**config.mk**
```make
export PLATFORM = sky130hd
export DESIGN_NAME = fft_report_scheduler
export DESIGN_NICKNAME = d
export VERILOG_FILES = /design/src/rtl/fft_report_pkg.sv /design/src/rtl/fft_report_scheduler.sv
export SDC_FILE = /design/constraint.sdc
export NUM_CORES = 1
export LEC_CHECK = 0
export BUFFER_PORTS_ARGS = -buffer_cell sky130_fd_sc_hd__buf_2
export CORE_MARGIN = 1.5
export CORE_UTILIZATION = 40
export CTS_BUF_LIST = sky130_fd_sc_hd__clkbuf_4 sky130_fd_sc_hd__clkbuf_8
export DETAILED_ROUTE_END_ITERATION = 10
export HOLD_SLACK_MARGIN = 0.05
export MAX_ROUTING_LAYER = met4
export PLACE_DENSITY_LB_ADDON = 0.1
export SYNTH_ARGS = -nofsm -noshare
export SYNTH_HDL_FRONTEND = slang
export SYNTH_SLANG_ARGS = --single-unit
```
**constraint.sdc**
```tcl
create_clock -name i_clk -period 4.4 [get_ports i_clk]
set_input_delay 0.22 -clock i_clk [delete_from_list [all_inputs] [get_ports i_clk]]
set_output_delay 0.22 -clock i_clk [all_outputs]
set_load 0.01 [all_outputs]
```
**src/rtl/fft_report_pkg.sv**
```systemverilog
// Shared definitions for the FFT report scheduler: snapshot geometry, frame
// sizing, FSM state encoding and the payload byte selector.
package fft_report_pkg;

  localparam int unsigned NUM_BINS      = 8;
  localparam int unsigned BIN_W         = 32;
  localparam int unsigned SNAP_W        = NUM_BINS * BIN_W;
  localparam int unsigned BYTES_PER_BIN = BIN_W / 8;
  localparam int unsigned PAY_BYTES     = NUM_BINS * BIN_W / 8;
  localparam int unsigned FRAME_BYTES   = PAY_BYTES + 3;
  localparam int unsigned IDX_W         = (PAY_BYTES > 1) ? $clog2(PAY_BYTES) : 1;

  localparam logic [7:0] SYNC_BYTE_DEF  = 8'hA5;

  typedef enum logic [2:0] {
    IDLE      = 3'd0,
    SEND_SYNC = 3'd1,
    SEND_SEQ  = 3'd2,
    SEND_PAY  = 3'd3,
    SEND_CSUM = 3'd4
  } state_e;

  // Payload byte idx: bin 0 first, most significant byte of each bin first.
  function automatic logic [7:0] pay_byte(input logic [SNAP_W-1:0] snap,
                                          input logic [IDX_W-1:0]  idx);
    int unsigned        bin_i;
    int unsigned        sub_i;
    int unsigned        lsb;
    logic [SNAP_W-1:0]  sh;
    bin_i = 32'(idx) / BYTES_PER_BIN;
    sub_i = 32'(idx) % BYTES_PER_BIN;
    lsb   = bin_i * BIN_W + (BYTES_PER_BIN - 1 - sub_i) * 8;
    sh    = snap >> lsb;
    return sh[7:0];
  endfunction

endpackage

```
**src/rtl/fft_report_scheduler.sv**
```systemverilog
// Captures an FFT magnitude snapshot on fft_done and streams it to the host
// link as a framed byte sequence: SYNC, SEQ, payload (bin 0 first, MSB byte
// first), CSUM (XOR of SEQ and payload). A holdoff counter rate-limits frames
// and rejected snapshot requests are counted so the audio side never stalls.
// Bin geometry (NUM_BINS, BIN_W) comes from fft_report_pkg.
//
// Ports:
//   i_clk, i_rst_n          clock, asynchronous active-low reset
//   i_fft_done, i_freqs     snapshot strobe and bin bus (bin k at [k*BIN_W +: BIN_W])
//   i_enable                permits new captures
//   o_tx_data, o_tx_valid,
//   i_tx_ready              valid/ready byte stream toward UART TX
//   o_busy                  frame in progress
//   o_frame_cnt             completed frames (wrapping)
//   o_drop_cnt              rejected enabled strobes (saturating)
module fft_report_scheduler
  import fft_report_pkg::*;
#(
  parameter logic [7:0]  SYNC_BYTE      = SYNC_BYTE_DEF,
  parameter int unsigned HOLDOFF_CYCLES = 120000
) (
  input  logic              i_clk,
  input  logic              i_rst_n,
  input  logic              i_fft_done,
  input  logic [SNAP_W-1:0] i_freqs,
  input  logic              i_enable,
  output logic [7:0]        o_tx_data,
  output logic              o_tx_valid,
  input  logic              i_tx_ready,
  output logic              o_busy,
  output logic [7:0]        o_frame_cnt,
  output logic [7:0]        o_drop_cnt
);

  localparam int unsigned    HO_W     = (HOLDOFF_CYCLES > 0) ? $clog2(HOLDOFF_CYCLES + 1) : 1;
  localparam logic [HO_W-1:0]  HO_LOAD  = HO_W'(HOLDOFF_CYCLES);
  localparam logic [IDX_W-1:0] LAST_IDX = IDX_W'(PAY_BYTES - 1);

  state_e             state_q, state_d;
  logic [SNAP_W-1:0]  snap_q, snap_d;
  logic [IDX_W-1:0]   idx_q, idx_d;
  logic [7:0]         csum_q, csum_d;
  logic [7:0]         frame_q, frame_d;
  logic [7:0]         drop_q, drop_d;
  logic [HO_W-1:0]    holdoff_q, holdoff_d;
  logic [7:0]         tx_data_q, tx_data_d;
  logic               tx_valid_q, tx_valid_d;
  logic               busy_q, busy_d;

  logic xfer;
  logic req;
  logic capture;

  assign xfer    = tx_valid_q & i_tx_ready;
  assign req     = i_fft_done & i_enable;
  assign capture = (state_q == IDLE) & req & (holdoff_q == '0);

  // State register.
  always_ff @(posedge i_clk or negedge i_rst_n) begin
    if (!i_rst_n) state_q <= IDLE;
    else          state_q <= state_d;
  end

  // Next-state logic: every non-idle state advances only on a byte transfer.
  always_comb begin
    state_d = state_q;
    case (state_q)
      IDLE:      if (capture) state_d = SEND_SYNC;
      SEND_SYNC: if (xfer) state_d = SEND_SEQ;
      SEND_SEQ:  if (xfer) state_d = SEND_PAY;
      SEND_PAY:  if (xfer && (idx_q == LAST_IDX)) state_d = SEND_CSUM;
      SEND_CSUM: if (xfer) state_d = IDLE;
      default:   state_d = IDLE;
    endcase
  end

  // Datapath and output next values.
  always_comb begin
    snap_d    = snap_q;
    idx_d     = idx_q;
    csum_d    = csum_q;
    frame_d   = frame_q;
    drop_d    = drop_q;
    holdoff_d = holdoff_q;

    if (capture) snap_d = i_freqs;
    if (req && !capture && (drop_q != 8'hFF)) drop_d = drop_q + 8'd1;
    if ((state_q == IDLE) && (holdoff_q != '0)) holdoff_d = holdoff_q - HO_W'(1);

    // Checksum accumulates the byte leaving the link, so it covers SEQ and payload only.
    if (xfer) begin
      case (state_q)
        SEND_SEQ: csum_d = csum_q ^ tx_data_q;
        SEND_PAY: begin
          csum_d = csum_q ^ tx_data_q;
          idx_d  = (idx_q == LAST_IDX) ? '0 : idx_q + IDX_W'(1);
        end
        SEND_CSUM: begin
          csum_d    = 8'h00;
          idx_d     = '0;
          frame_d   = frame_q + 8'd1;
          holdoff_d = HO_LOAD;
        end
        default: ;
      endcase
    end

    tx_valid_d = (state_d != IDLE);
    busy_d     = (state_d != IDLE);

    // Recomputed every cycle; inputs to each case are frozen while stalled.
    case (state_d)
      SEND_SYNC: tx_data_d = SYNC_BYTE;
      SEND_SEQ:  tx_data_d = frame_q;
      SEND_PAY:  tx_data_d = pay_byte(snap_q, idx_d);
      SEND_CSUM: tx_data_d = csum_d;
      default:   tx_data_d = 8'h00;
    endcase
  end

  // Datapath registers.
  always_ff @(posedge i_clk or negedge i_rst_n) begin
    if (!i_rst_n) begin
      snap_q     <= '0;
      idx_q      <= '0;
      csum_q     <= 8'h00;
      frame_q    <= 8'h00;
      drop_q     <= 8'h00;
      holdoff_q  <= '0;
      tx_data_q  <= 8'h00;
      tx_valid_q <= 1'b0;
      busy_q     <= 1'b0;
    end else begin
      snap_q     <= snap_d;
      idx_q      <= idx_d;
      csum_q     <= csum_d;
      frame_q    <= frame_d;
      drop_q     <= drop_d;
      holdoff_q  <= holdoff_d;
      tx_data_q  <= tx_data_d;
      tx_valid_q <= tx_valid_d;
      busy_q     <= busy_d;
    end
  end

  assign o_tx_data   = tx_data_q;
  assign o_tx_valid  = tx_valid_q;
  assign o_busy      = busy_q;
  assign o_frame_cnt = frame_q;
  assign o_drop_cnt  = drop_q;

endmodule

```
* Word-level counts from Yosys, hierarchy flattened
Cells that the tools add are included.
** Operators by class
- Shift operators :: 1
- Equality and inequality tests :: 10
- $add $sub $neg :: 6
- Bitwise gates (word level) :: 5
- Reductions and logical operators :: 11
- Multiplexer cells :: 15
** Operators by type and width (number)
- right shift 256 x 32 -> 8 bit :: 1
- 2-to-1 mux 17 bit :: 3
- case mux 8 bit (4 select lines) :: 1
- logical NOT 17 bit :: 1
- nonzero test 17 bit :: 1
- subtractor 17 x 1 -> 17 bit (second input constant) :: 1
- adder 8 x 1 -> 8 bit (second input constant) :: 2
- case mux 8 bit (2 select lines) :: 1
- 2-to-1 mux 3 bit :: 5
- case mux 3 bit (5 select lines) :: 1
- equality test 3 x 2 -> 1 bit (second input constant) :: 4
- adder 9 x 6 -> 10 bit :: 1
- 2-to-1 mux 5 bit :: 2
- case mux 5 bit (2 select lines) :: 1
- 2-to-1 mux 8 bit :: 1
- != test 8 bit (second input constant) :: 1
- bitwise XOR 8 bit :: 1
- equality test 3 x 1 -> 1 bit (second input constant) :: 2
- equality test 3 bit (second input constant) :: 2
- adder 5 x 1 -> 5 bit (second input constant) :: 1
- equality test 5 bit (second input constant) :: 1
- AND 1 bit :: 4
- logical AND 1 bit :: 4
- logical NOT 3 bit :: 1
- other kinds (5) :: 5
** Word-level totals
- Output and inout port bits :: 26
- Input bits :: 261
- Register bits :: 314
- Word-level logic and storage cells :: 57

* Depth between registers and ports, before layout
Gate-level depths: netlist of the first run.
- Depth in word-level cells :: 8
- Gate-level depth with buffers :: 16

* Worst setup path after synthesis of the first run
No wires, ideal clock.
- Path type :: reg-to-reg
- From :: reg idx_q[0]
- To :: reg tx_data_q[0] (netlist: o_tx_data[0])
- Required time :: 4.267 ns
- Stages on the path, launching flop included :: 15
- Clock period less this slack :: 3.239 ns
- Arrival :: 3.105 ns
- Path slack :: 1.161 ns
- Library setup time :: 0.133 ns
- Path through :: dfrtp_1 -> ha_1 -> and3_1 -> ha_1 -> nor3b_1 -> a21oi_1 -> or2_1 -> buf_6 -> inv_2 -> buf_6 -> buf_2 -> mux4_2 -> nand3_1 -> nand3_1 -> nand4b_1
** Between the ends
- Cells in the longest elaborated chain, start to end :: 8
- Elaborated cells on any way between the ends :: 16
- Classes of those cells :: add/sub (3); eq/ne (5); shift (1); mux (6); reduce/logical (1)
** RTL lines
- from (decl) :: line fft_report_scheduler.sv:41 : logic [IDX_W-1:0] idx_q, idx_d;
- from (signal assigned) :: line fft_report_scheduler.sv:135 : idx_q <= idx_d;
- adder 5 x 1 -> 5 bit or equality test 5 bit (tied branches) :: line fft_report_scheduler.sv:96, fft_report_scheduler.sv:71
- 2-to-1 mux 5 bit :: line fft_report_scheduler.sv:96 : idx_d = (idx_q == LAST_IDX) ? '0 : idx_q + IDX_W'(1);
- case mux 5 bit (2 select lines) :: line fft_report_scheduler.sv:92 : case (state_q)
- 2-to-1 mux 5 bit :: line fft_report_scheduler.sv:91 : if (xfer) begin
- subtractor 2 x 2 -> 3 bit :: line fft_report_pkg.sv:32 : lsb = bin_i * BIN_W + (BYTES_PER_BIN - 1 - sub_i) * 8;
- adder 9 x 6 -> 10 bit :: line fft_report_pkg.sv:32
- right shift 256 x 32 -> 8 bit :: line fft_report_pkg.sv:33 : sh = snap >> lsb;
- case mux 8 bit (4 select lines) (*) :: line fft_report_scheduler.sv:112 : case (state_d)
- net tx_data_d[0] :: line fft_report_scheduler.sv:46 : logic [7:0] tx_data_q, tx_data_d;
- to (signal assigned) :: line fft_report_scheduler.sv:140 : tx_data_q <= tx_data_d;
- to (decl) :: line fft_report_scheduler.sv:46
The timed path passes the listed nets; every way through them passes the cells marked *.
A chain may end at the register's enable or synchronous reset.

* Worst setup path after layout of the first run
- From :: reg idx_q[0]
- To :: reg tx_data_q[3] (netlist: o_tx_data[3])
Same word-level chain as after synthesis.

==> run_results.csv, run 1 <==
group,metric,value,unit
sta,relSlewSlack,14.0,%
final_layout,diodes,0,
critical_path,slowest_stage,"mux4_2",
critical_path,critPathMaxFanout,16,
synthesis,ys_seq_area_share,53.6,%
clock_tree,clock-root-buffer,"clkbuf_8",
min_path,hold_class,"in -> reg",
synthesis,ys.warnings.count,0,
flow_run,max_cap_viol_count,0,
grt,antenna_found_initial,0,
synthesis,async_reset_ff_share,100,%
final_layout,regArea,7860,um2
routing,dr.first_iter.drc_count,941,
grt,grt_pass1_vias,14069,
clock_tree,clkSlewWorstSetupHoldPaths,60,ps
synthesis,synth.ff_latch_count,314,
routing,vias,13706,
grt,grt-ovfl-total,0,
final_layout,layout_commonest_cell,"nand2_1",
final_layout,finalNonFillerCells,2689,
routing,wl_per_cell,18.7,um
routing,drcViolationCount,0,
synthesis,syn_inst,1669,
clock_tree,cts_tree,"built",
sta,fmax,0.255,GHz
grt,gr-usage-all-layers,27.8,%
sta,layout_min_cycle_time,3930,ps
clock_tree,post_cts_buffers,0,
clock_tree,cts_hold_buf,257,
final_layout,layout_common_cells,"847 x nand2_1, 314 x dfrtp_1, 285 x buf_2, 257 x dlygate4sd3_1, 68 x clkbuf_8",
placement,gp_congestion,0.917,
routing,drtPass1Iterations,6,
sta,setup_viol,0,
pwr,power_density,461,nW/um2
floorplan,die_area,37800,um2
status,status,"finished clean",
grt,grt_first_pass_wirelength,79100,um
sta,rsz0062_at_grt,"false",
floorplan,num_rows,69,
critical_path,required,4870,ps
placement,dp.final_hpwl,34400,um
critical_path,startpoint_type,"flop",
sta,fin_crit_sh,89.2,%
synthesis,yosys_most_used_dff,"dfrtp_1",
final_layout,synthToLayoutAreaGrowth,38.0,%
clock_tree,cts_sinks,314,
sta,hold_viol,0,
routing,ant_nets,0,
sta,finalMaxSlewViolations,0,
clock_tree,htree_levels,2,
grt,grt_max_degree,246,
clock_tree,cts_buffer_depth,3,
sta,finalClockSkew,19.8,ps
placement,dp.cells,2337,
clock_tree,numCtsBuffers,53,
synthesis,synth_nets,1936,
critical_path,crit_chain,"ha_1 -> and3_1 -> ha_1 -> nor3b_1 -> a21oi_1 -> buf_4 -> or2_1 -> inv_2 -> mux4_2 -> a222oi_1 -> o211ai_1 -> a211o_1",
final_layout,layout-drive-gt1-share,20.0,%
routing,viasPerCell,5.10,
synthesis,ys_types,65,
sta,fin_setup_tns,0,ps
final_layout,fillers,3201,
pwr,p_leak,10.3,nW
pwr,ir_drop,0.416,mV
sta,worstMarginPinSlew,1290,ps
critical_path,crit_type,"reg -> reg",
synthesis,syn_area_per_cell,8.79,um2
synthesis,synth_edf_count,0,
critical_path,max_stage_delay,550,ps
critical_path,cp.arrival,4400,ps
critical_path,crit_top_cell,"ha_1",
clock_tree,clkLatencyLatePin,580,ps
floorplan,initial_core_util,40.9,%
final_layout,fin_nets,2455,
floorplan,die_h,194,um
placement,port-buffer-count,286,
floorplan,die-width,194,um
critical_path,end_kind,"flop",
sta,whs,234,ps
final_layout,multi_input_area,6340,um2
floorplan,ios,287,
floorplan,core-area,35800,um2
routing,routed_wl,50400,um
clock_tree,ctsResizeCount,0,
synthesis,synth.cell_area,14700,um2
==> worst max-delay path, delay by kind of cell (launching register included) <==
| kind | cells | cell delay, ps |
|---|---|---|
| flops | 1 | 420 |
| fa+ha+maj | 2 | 490 |
| buf+inv | 2 | 500 |
| mux | 1 | 550 |
| simple gates | 3 | 780 |
| compound gates | 4 | 1080 |
==> state kept, by name, indices dropped and copies added (netlist names) <==
register,flops
o_tx_data,8
o_busy,1
snap_q,256
state_q,3
csum_q,8
o_drop_cnt,8
holdoff_q,17
o_frame_cnt,8
idx_q,5
==> Yosys cell counts (14+ instances only) <==
master    count  area share, %
a211oi_1     14           0.72
a21oi_1      25           0.85
a311oi_1     19            1.1
clkbuf_1     78            2.0
dfrtp_1     314             54
inv_1        17           0.44
mux2i_1      22            1.5
mux4_2       30            4.6
nand2_1     847             22
nand3_1      33            1.1
nand4_1      16           0.68
nor2_1       35           0.90
nor3_1       24           0.82
o21ai_1      15           0.51
xnor2_1      18            1.1
==> layout make-up <==
type	instances	area share [%]
Clock inverter	8	0.359
Sequential cell	314	38.8
Inverter	20	0.383
Tap cell	461	2.85
Multi-Input combinational cell	1235	31.3
Timing Repair Buffer	564	20.9
Clock buffer	87	5.33
==> path summary, 6_finish.rpt <==
path / startpoint / endpoint / slack, ps / cells after the start
worst min register to register: snap_q[228] / snap_q[228] / 460 / 2
min in group asynchronous: i_rst_n / snap_q[101] / 340 / 2
worst max-delay path: idx_q[0] / o_tx_data[3] / 470 / 12
max in group asynchronous: i_rst_n / snap_q[138] / 2930 / 3
worst max register to register: idx_q[0] / o_tx_data[3] / 470 / 12
worst min-delay path: i_tx_ready / state_q[0] / 230 / 4
==> cell families (layout without fill, tap and decap cells) <==
kind of cell / after synthesis / count (layout) / synth area share, %
and+or+nand+nor: 1009 / 1009 / 27.9
DFF: 314 / 314 / 53.6
AOI/OAI and AO/OA: 139 / 139 / 6.82
buffers and inverters: 120 / 679 / 3.31
muxes: 56 / 56 / 6.42
xor gates and xnor gates: 25 / 25 / 1.49
adders and majority gates: 6 / 6 / 0.512
==> power breakdown <==
group	leakage [nW]	internal [mW]	switching, mW	total (mW)
Combinational	5.63	1.26	1.82	3.09
Sequential	4.09	3.15	0.282	3.43
Clock	0.607	1.60	1.20	2.80
==> per-layer routing <==
| metal | global-route usage (%) | share of wire, % | vias to the layer above |
|---|---|---|---|
| li1 | - | - | 6544 |
| met3 | 3.52 | 4.6 | 102 |
| met5 | - | 0 | - |
| met2 | 45.4 | 48 | 416 |
| met4 | 9.20 | 3.2 | 0 |
| met1 | 36.0 | 44 | 6644 |
==> per-stage QoR <==
stage / instance area [um2] / utilization [%] / power [mW] / worst slack, ps
2_1_floorplan: 14700 / - / 5.32 / 1160
3_3_place_gp: 16500 / 46.1 / 6.34 / 592
3_5_place_dp: 16500 / 46.1 / 6.38 / 520
4_1_cts: 20200 / 56.5 / 9.36 / 514
5_1_grt: 20200 / 56.5 / 9.83 / 246
6_report: 20200 / 56.5 / 9.32 / 473
Power figures use the tool's default switching activity.
==> run 2, diff against run 1 <==
- CORE_MARGIN: 1.5 -> 4
==> run 2 against run 1 <==
  * Final cell count increased by 0.22%
  * Hold slack got worse by 34 ps
  * Highest routed layer unchanged
  * Via count increased by 0.12%
  * Register-to-register slack improved by 80 ps
  * Combinational power decreased by 2%
  * Largest cell class unchanged
  * Power increased by 0.55%
  * Wire length increased by 0.72%
==> run_results.csv, run 2 (synthesis results as in run 1) <==
group,metric,value,unit
final_layout,fillers,3260,
pwr,power_density,462,nW/um2
floorplan,die_h,199,um
final_layout,reg_top3,"snap_q (256), holdoff_q (17)",
grt,grt-ovfl-total,0,
clock_tree,htree_levels,2,
final_layout,multi_input_area,6340,um2
critical_path,ff2ff_path_depth,12,
flow_run,max_cap_viol_count,0,
placement,dp.cells,2338,
floorplan,initial_core_util,40.9,%
clock_tree,clkSlewWorstSetupHoldPaths,60,ps
floorplan,ios,287,
status,status,"finished clean",
routing,wl_per_cell,18.8,um
final_layout,layout_commonest_cell,"nand2_1",
sta,layout_min_cycle_time,3850,ps
placement,port-buffer-count,286,
floorplan,core-area,35800,um2
routing,viasPerCell,5.09,
sta,whs,201,ps
critical_path,end_kind,"flop",
critical_path,required,4880,ps
final_layout,synthToLayoutAreaGrowth,38.5,%
sta,finalMaxSlewViolations,0,
sta,fin_setup_tns,0,ps
routing,ant_nets,0,
clock_tree,cts_buffer_depth,3,
critical_path,cp.arrival,4330,ps
final_layout,top_register,"snap_q",
sta,fmax,0.260,GHz
grt,grt_max_degree,246,
min_path,hold_depth,4,
sta,worstMarginPinSlew,1480,ps
clock_tree,numCtsBuffers,54,
routing,drtPass1Iterations,6,
routing,drcViolationCount,0,
placement,gp_congestion,0.882,
pwr,p_leak,10.4,nW
critical_path,critPathMaxFanout,11,
floorplan,num_rows,69,
final_layout,largest_register_ffs,256,
critical_path,crit_type,"reg -> reg",
routing,vias,13723,
sta,setup_viol,0,
final_layout,layout_common_cells,"847 x nand2_1, 314 x dfrtp_1, 285 x buf_2, 257 x dlygate4sd3_1, 75 x clkbuf_8",
sta,fin_crit_sh,87.4,%
final_layout,layout-drive-gt1-share,20.2,%
grt,grt_first_pass_wirelength,78900,um
clock_tree,cts_tree,"built",
floorplan,die_area,39800,um2
critical_path,startpoint_type,"flop",
pwr,p_total,9.37,mW
sta,rsz0062_at_grt,"false",
grt,antenna_found_initial,1,
final_layout,fin_nets,2457,
clock_tree,cts_sinks,314,
sta,finalClockSkew,27.4,ps
clock_tree,clock-root-buffer,"clkbuf_8",
routing,dr.first_iter.drc_count,919,
floorplan,die-width,199,um
grt,grt_pass1_vias,14138,
clock_tree,clkLatencyLatePin,610,ps
pwr,ir_drop,0.263,mV
final_layout,regArea,7860,um2
grt,gr-usage-all-layers,26.4,%
sta,hold_viol,0,
routing,routed_wl,50700,um
min_path,hold_class,"in -> reg",
sta,relSlewSlack,1.50,%
placement,dp.final_hpwl,35100,um
final_layout,finalNonFillerCells,2695,
[run 2: cell count changes in the layout (fill, tap and decap cells not counted)]
cell / change
buf_4: +1
clkbuf_4: -6
clkbuf_8: +7
clkinv_2: +4
clkinvlp_4: -3
diode_2: +1
inv_6: +2
[run 2: worst max-delay path, stage by stage (launching register included)]
cell and delay [ps]:
dfrtp_1 420, ha_1 240, and3_1 190, ha_1 260, nor3b_1 360, a21oi_1 120, buf_4 190, or2_1 260
inv_2 180, mux4_2 580, a222oi_1 520, o211ai_1 170, a211o_1 250
[run 2: layout make-up]
cell class	instances	share of cell area (%)
Antenna cell	1	0.0123
Clock buffer	88	5.56
Clock inverter	11	0.431
Inverter	20	0.382
Multi-Input combinational cell	1235	31.2
Sequential cell	314	38.7
Tap cell	461	2.84
Timing Repair Buffer	565	20.9
[run 2: worst paths after layout]
kind                             from           end  slack, ps
max                          idx_q[0]  o_tx_data[1]        550
max reg2reg                  idx_q[0]  o_tx_data[1]        550
min reg2reg                 snap_q[0]     snap_q[0]        470
max in group asynchronous     i_rst_n     snap_q[2]       3110
min                        i_tx_ready    state_q[0]        200
min in group asynchronous     i_rst_n   snap_q[116]        290
[run 2: power breakdown]
part           internal, mW  total, mW  switching (mW)  leakage (nW)
combinational          1.24       3.03            1.79          5.64
clock                  1.68       2.91            1.23         0.654
sequential             3.15       3.43           0.279          4.09
total                  6.07       9.37            3.30          10.4
[run 2: per-stage QoR]
stage                     worst slack [ps]  cell area [um2]  utilization, %
final                                  553            20300            56.7
after detailed placement               627            16500            46.1
after CTS                              590            20300            56.7
after global placement                 691            16500            46.1
after floorplan                       1160            14700               -
after global routing                   295            20300            56.7
[run 2: per-layer routing]
layer  part of all wire [%]  vias up  GRT usage [%]
met5                      0        -              -
met4                    3.4        0           9.13
met3                    5.7      101           4.75
met2                     48      429           41.9
met1                     43     6648           34.6
li1                       -     6545              -
[run 2: timing repair]
action | CTS | global route
setup buffers | 0 | 0
hold buffers | 257 | 0
endpoints found under the setup margin | 0 | 0
gates resized for setup | 0 | 0
endpoints found under the hold margin | 350 | 0
==> run 3, diff against run 2 <==
- clock period: 4.4 -> 3.9 ns (I/O delays scaled with it)
==> run 3 against run 2 <==
  * Wire length hardly changed
  * Sequential share of layout area is 0.28 points lower
  * Clock skew is 9.4 ps higher
  * Power is 15% higher
  * Final area is 0.72% higher
  * Global-route usage is 0.096 points lower
  * Count of clock-buffer cells in the layout is 2 higher
  * Critical path type unchanged
==> run_results.csv, run 3 (synthesis results as in run 1) <==
group,metric,value,unit
sta,relSlewSlack,37.5,%
routing,routed_wl,50700,um
final_layout,layout-drive-gt1-share,20.5,%
final_layout,fin_nets,2469,
grt,grt_first_pass_wirelength,79500,um
grt,antenna_found_initial,0,
floorplan,die_area,39800,um2
critical_path,r2r-end,"o_tx_data[3]",
sta,fin_crit_sh,95.2,%
clock_tree,cts_buffer_depth,3,
min_path,hold_start,"i_tx_ready",
floorplan,ios,287,
min_path,whs_endpoint,"state_q[0]",
critical_path,cp_num_buf_inv,1,
final_layout,synthToLayoutAreaGrowth,39.5,%
final_layout,utilization,57.1,%
sta,hold_viol,0,
sta,setup_viol,0,
floorplan,die_h,199,um
grt,gr-usage-all-layers,26.3,%
clock_tree,clkLatencyLatePin,610,ps
sta,fmax,0.269,GHz
routing,dr.first_iter.drc_count,1063,
clock_tree,cts_tree,"built",
routing,drtPass1Iterations,5,
critical_path,slowest_stage,"mux4_2",
floorplan,initial_core_util,40.9,%
routing,vias,13741,
sta,finalClockSkew,36.8,ps
min_path,hold_class,"in -> reg",
routing,viasPerCell,5.08,
pwr,p_total,10.8,mW
critical_path,required,4380,ps
routing,ant_nets,0,
grt,grt_max_degree,196,
floorplan,num_rows,69,
flow_run,max_cap_viol_count,0,
critical_path,path_delay_family,"compound AO/OA/AOI/OAI gates",
critical_path,cp.arrival,4190,ps
critical_path,ff2ff_path_depth,11,
final_layout,largest_register_ffs,256,
min_path,hold_depth,4,
grt,grt_pass1_vias,14399,
final_layout,reg_top3,"snap_q (256), holdoff_q (17)",
floorplan,die-width,199,um
pwr,ir_drop,0.340,mV
sta,layout_min_cycle_time,3710,ps
final_layout,layout_common_cells,"847 x nand2_1, 314 x dfrtp_1, 285 x buf_2, 257 x dlygate4sd3_1, 69 x clkbuf_8",
routing,drcViolationCount,0,
critical_path,critPathMaxFanout,9,
sta,fin_setup_tns,0,ps
final_layout,diodes,0,
placement,dp.final_hpwl,34800,um
sta,rsz0062_at_grt,"false",
clock_tree,htree_levels,2,
floorplan,core-area,35800,um2
sta,finalMaxSlewViolations,0,
placement,pre_cts_ws,222,ps
critical_path,worst-r2r-setup-slack,190,ps
placement,port-buffer-count,286,
clock_tree,clkSlewWorstSetupHoldPaths,70,ps
clock_tree,numCtsBuffers,54,
final_layout,finalNonFillerCells,2704,
clock_tree,clock-root-buffer,"clkbuf_8",
clock_tree,cts_sinks,314,
placement,dp.cells,2350,
sta,worstMarginPinSlew,937,ps
critical_path,r2r_start,"idx_q[0]",
final_layout,top_register,"snap_q",
critical_path,crit_chain,"ha_1 -> and3_1 -> ha_1 -> nor3b_1 -> a21oi_1 -> or2_1 -> inv_2 -> mux4_2 -> a222oi_1 -> o211ai_1 -> a211o_1",
clock_tree,post_cts_buffers,0,
critical_path,startpoint_type,"flop",
pwr,p_leak,10.4,nW
critical_path,crit_top_cell,"ha_1",
critical_path,end_kind,"flop",
critical_path,crit_type,"reg -> reg",
sta,setup_slack,185,ps
grt,grt-ovfl-total,0,
critical_path,max_stage_delay,560,ps
final_layout,layout_commonest_cell,"nand2_1",
status,status,"finished clean",
routing,wl_per_cell,18.8,um
pwr,power_density,527,nW/um2
placement,gp_congestion,0.848,
## run 3: repair_timing
action,CTS,global route
resized for setup,0,0
hold endpoints to repair,344,0
hold buffers,257,0
setup endpoints to repair,0,1
## run 3: worst max path at each step
stage                        end      from  cells past startpoint  slack, ps
floorplan           o_tx_data[0]  idx_q[0]                     14        660
global placement    o_tx_data[1]  idx_q[0]                     11        290
detailed placement  o_tx_data[3]  idx_q[0]                     11        220
CTS                 o_tx_data[1]  idx_q[0]                     11        210
global route        o_tx_data[3]  idx_q[0]                     11         10
finish              o_tx_data[3]  idx_q[0]                     11        190
## run 3: area by class of cell
cell class                 count  area (um2)
fill                        3208       15400
tap                          461         577
clock inverter                 7         119
sequential                   314        7860
timing repair buffer         577        4380
multi-input combinational   1235        6340
inverter                      20        77.6
clock buffer                  90        1110
## run 3: worst reg2reg max path, stage by stage (launching register included)
cell and delay, ps:
dfrtp_1 420, ha_1 240, and3_1 180, ha_1 260
nor3b_1 370, a21oi_1 140, or2_1 280, inv_2 180
mux4_2 560, a222oi_1 550, o211ai_1 170, a211o_1 250
## run 3: stage by stage
step                      area [um2]  hold WS [ps]
after CTS                      20500           143
after detailed placement       16700           293
after global routing           20500           225
after global placement         16700           277
final                          20500           200
after floorplan                14700          -101
## run 3: metal layers
| metal | global-route usage [%] | vias up | part of all wire, % |
|---|---|---|---|
| li1 | - | 6573 | - |
| met1 | 34.8 | 6630 | 43 |
| met2 | 42.2 | 419 | 48 |
| met3 | 3.68 | 119 | 5.1 |
| met4 | 8.91 | 0 | 3.6 |
| met5 | - | - | 0 |
## run 3: report_power, final
part / internal, mW / switching (mW) / total [mW] / leakage [nW]
Clock: 1.98 / 1.37 / 3.35 / 0.644
Combinational: 1.48 / 2.08 / 3.56 / 5.71
Sequential: 3.56 / 0.309 / 3.86 / 4.09
Total: 7.02 / 3.76 / 10.8 / 10.4
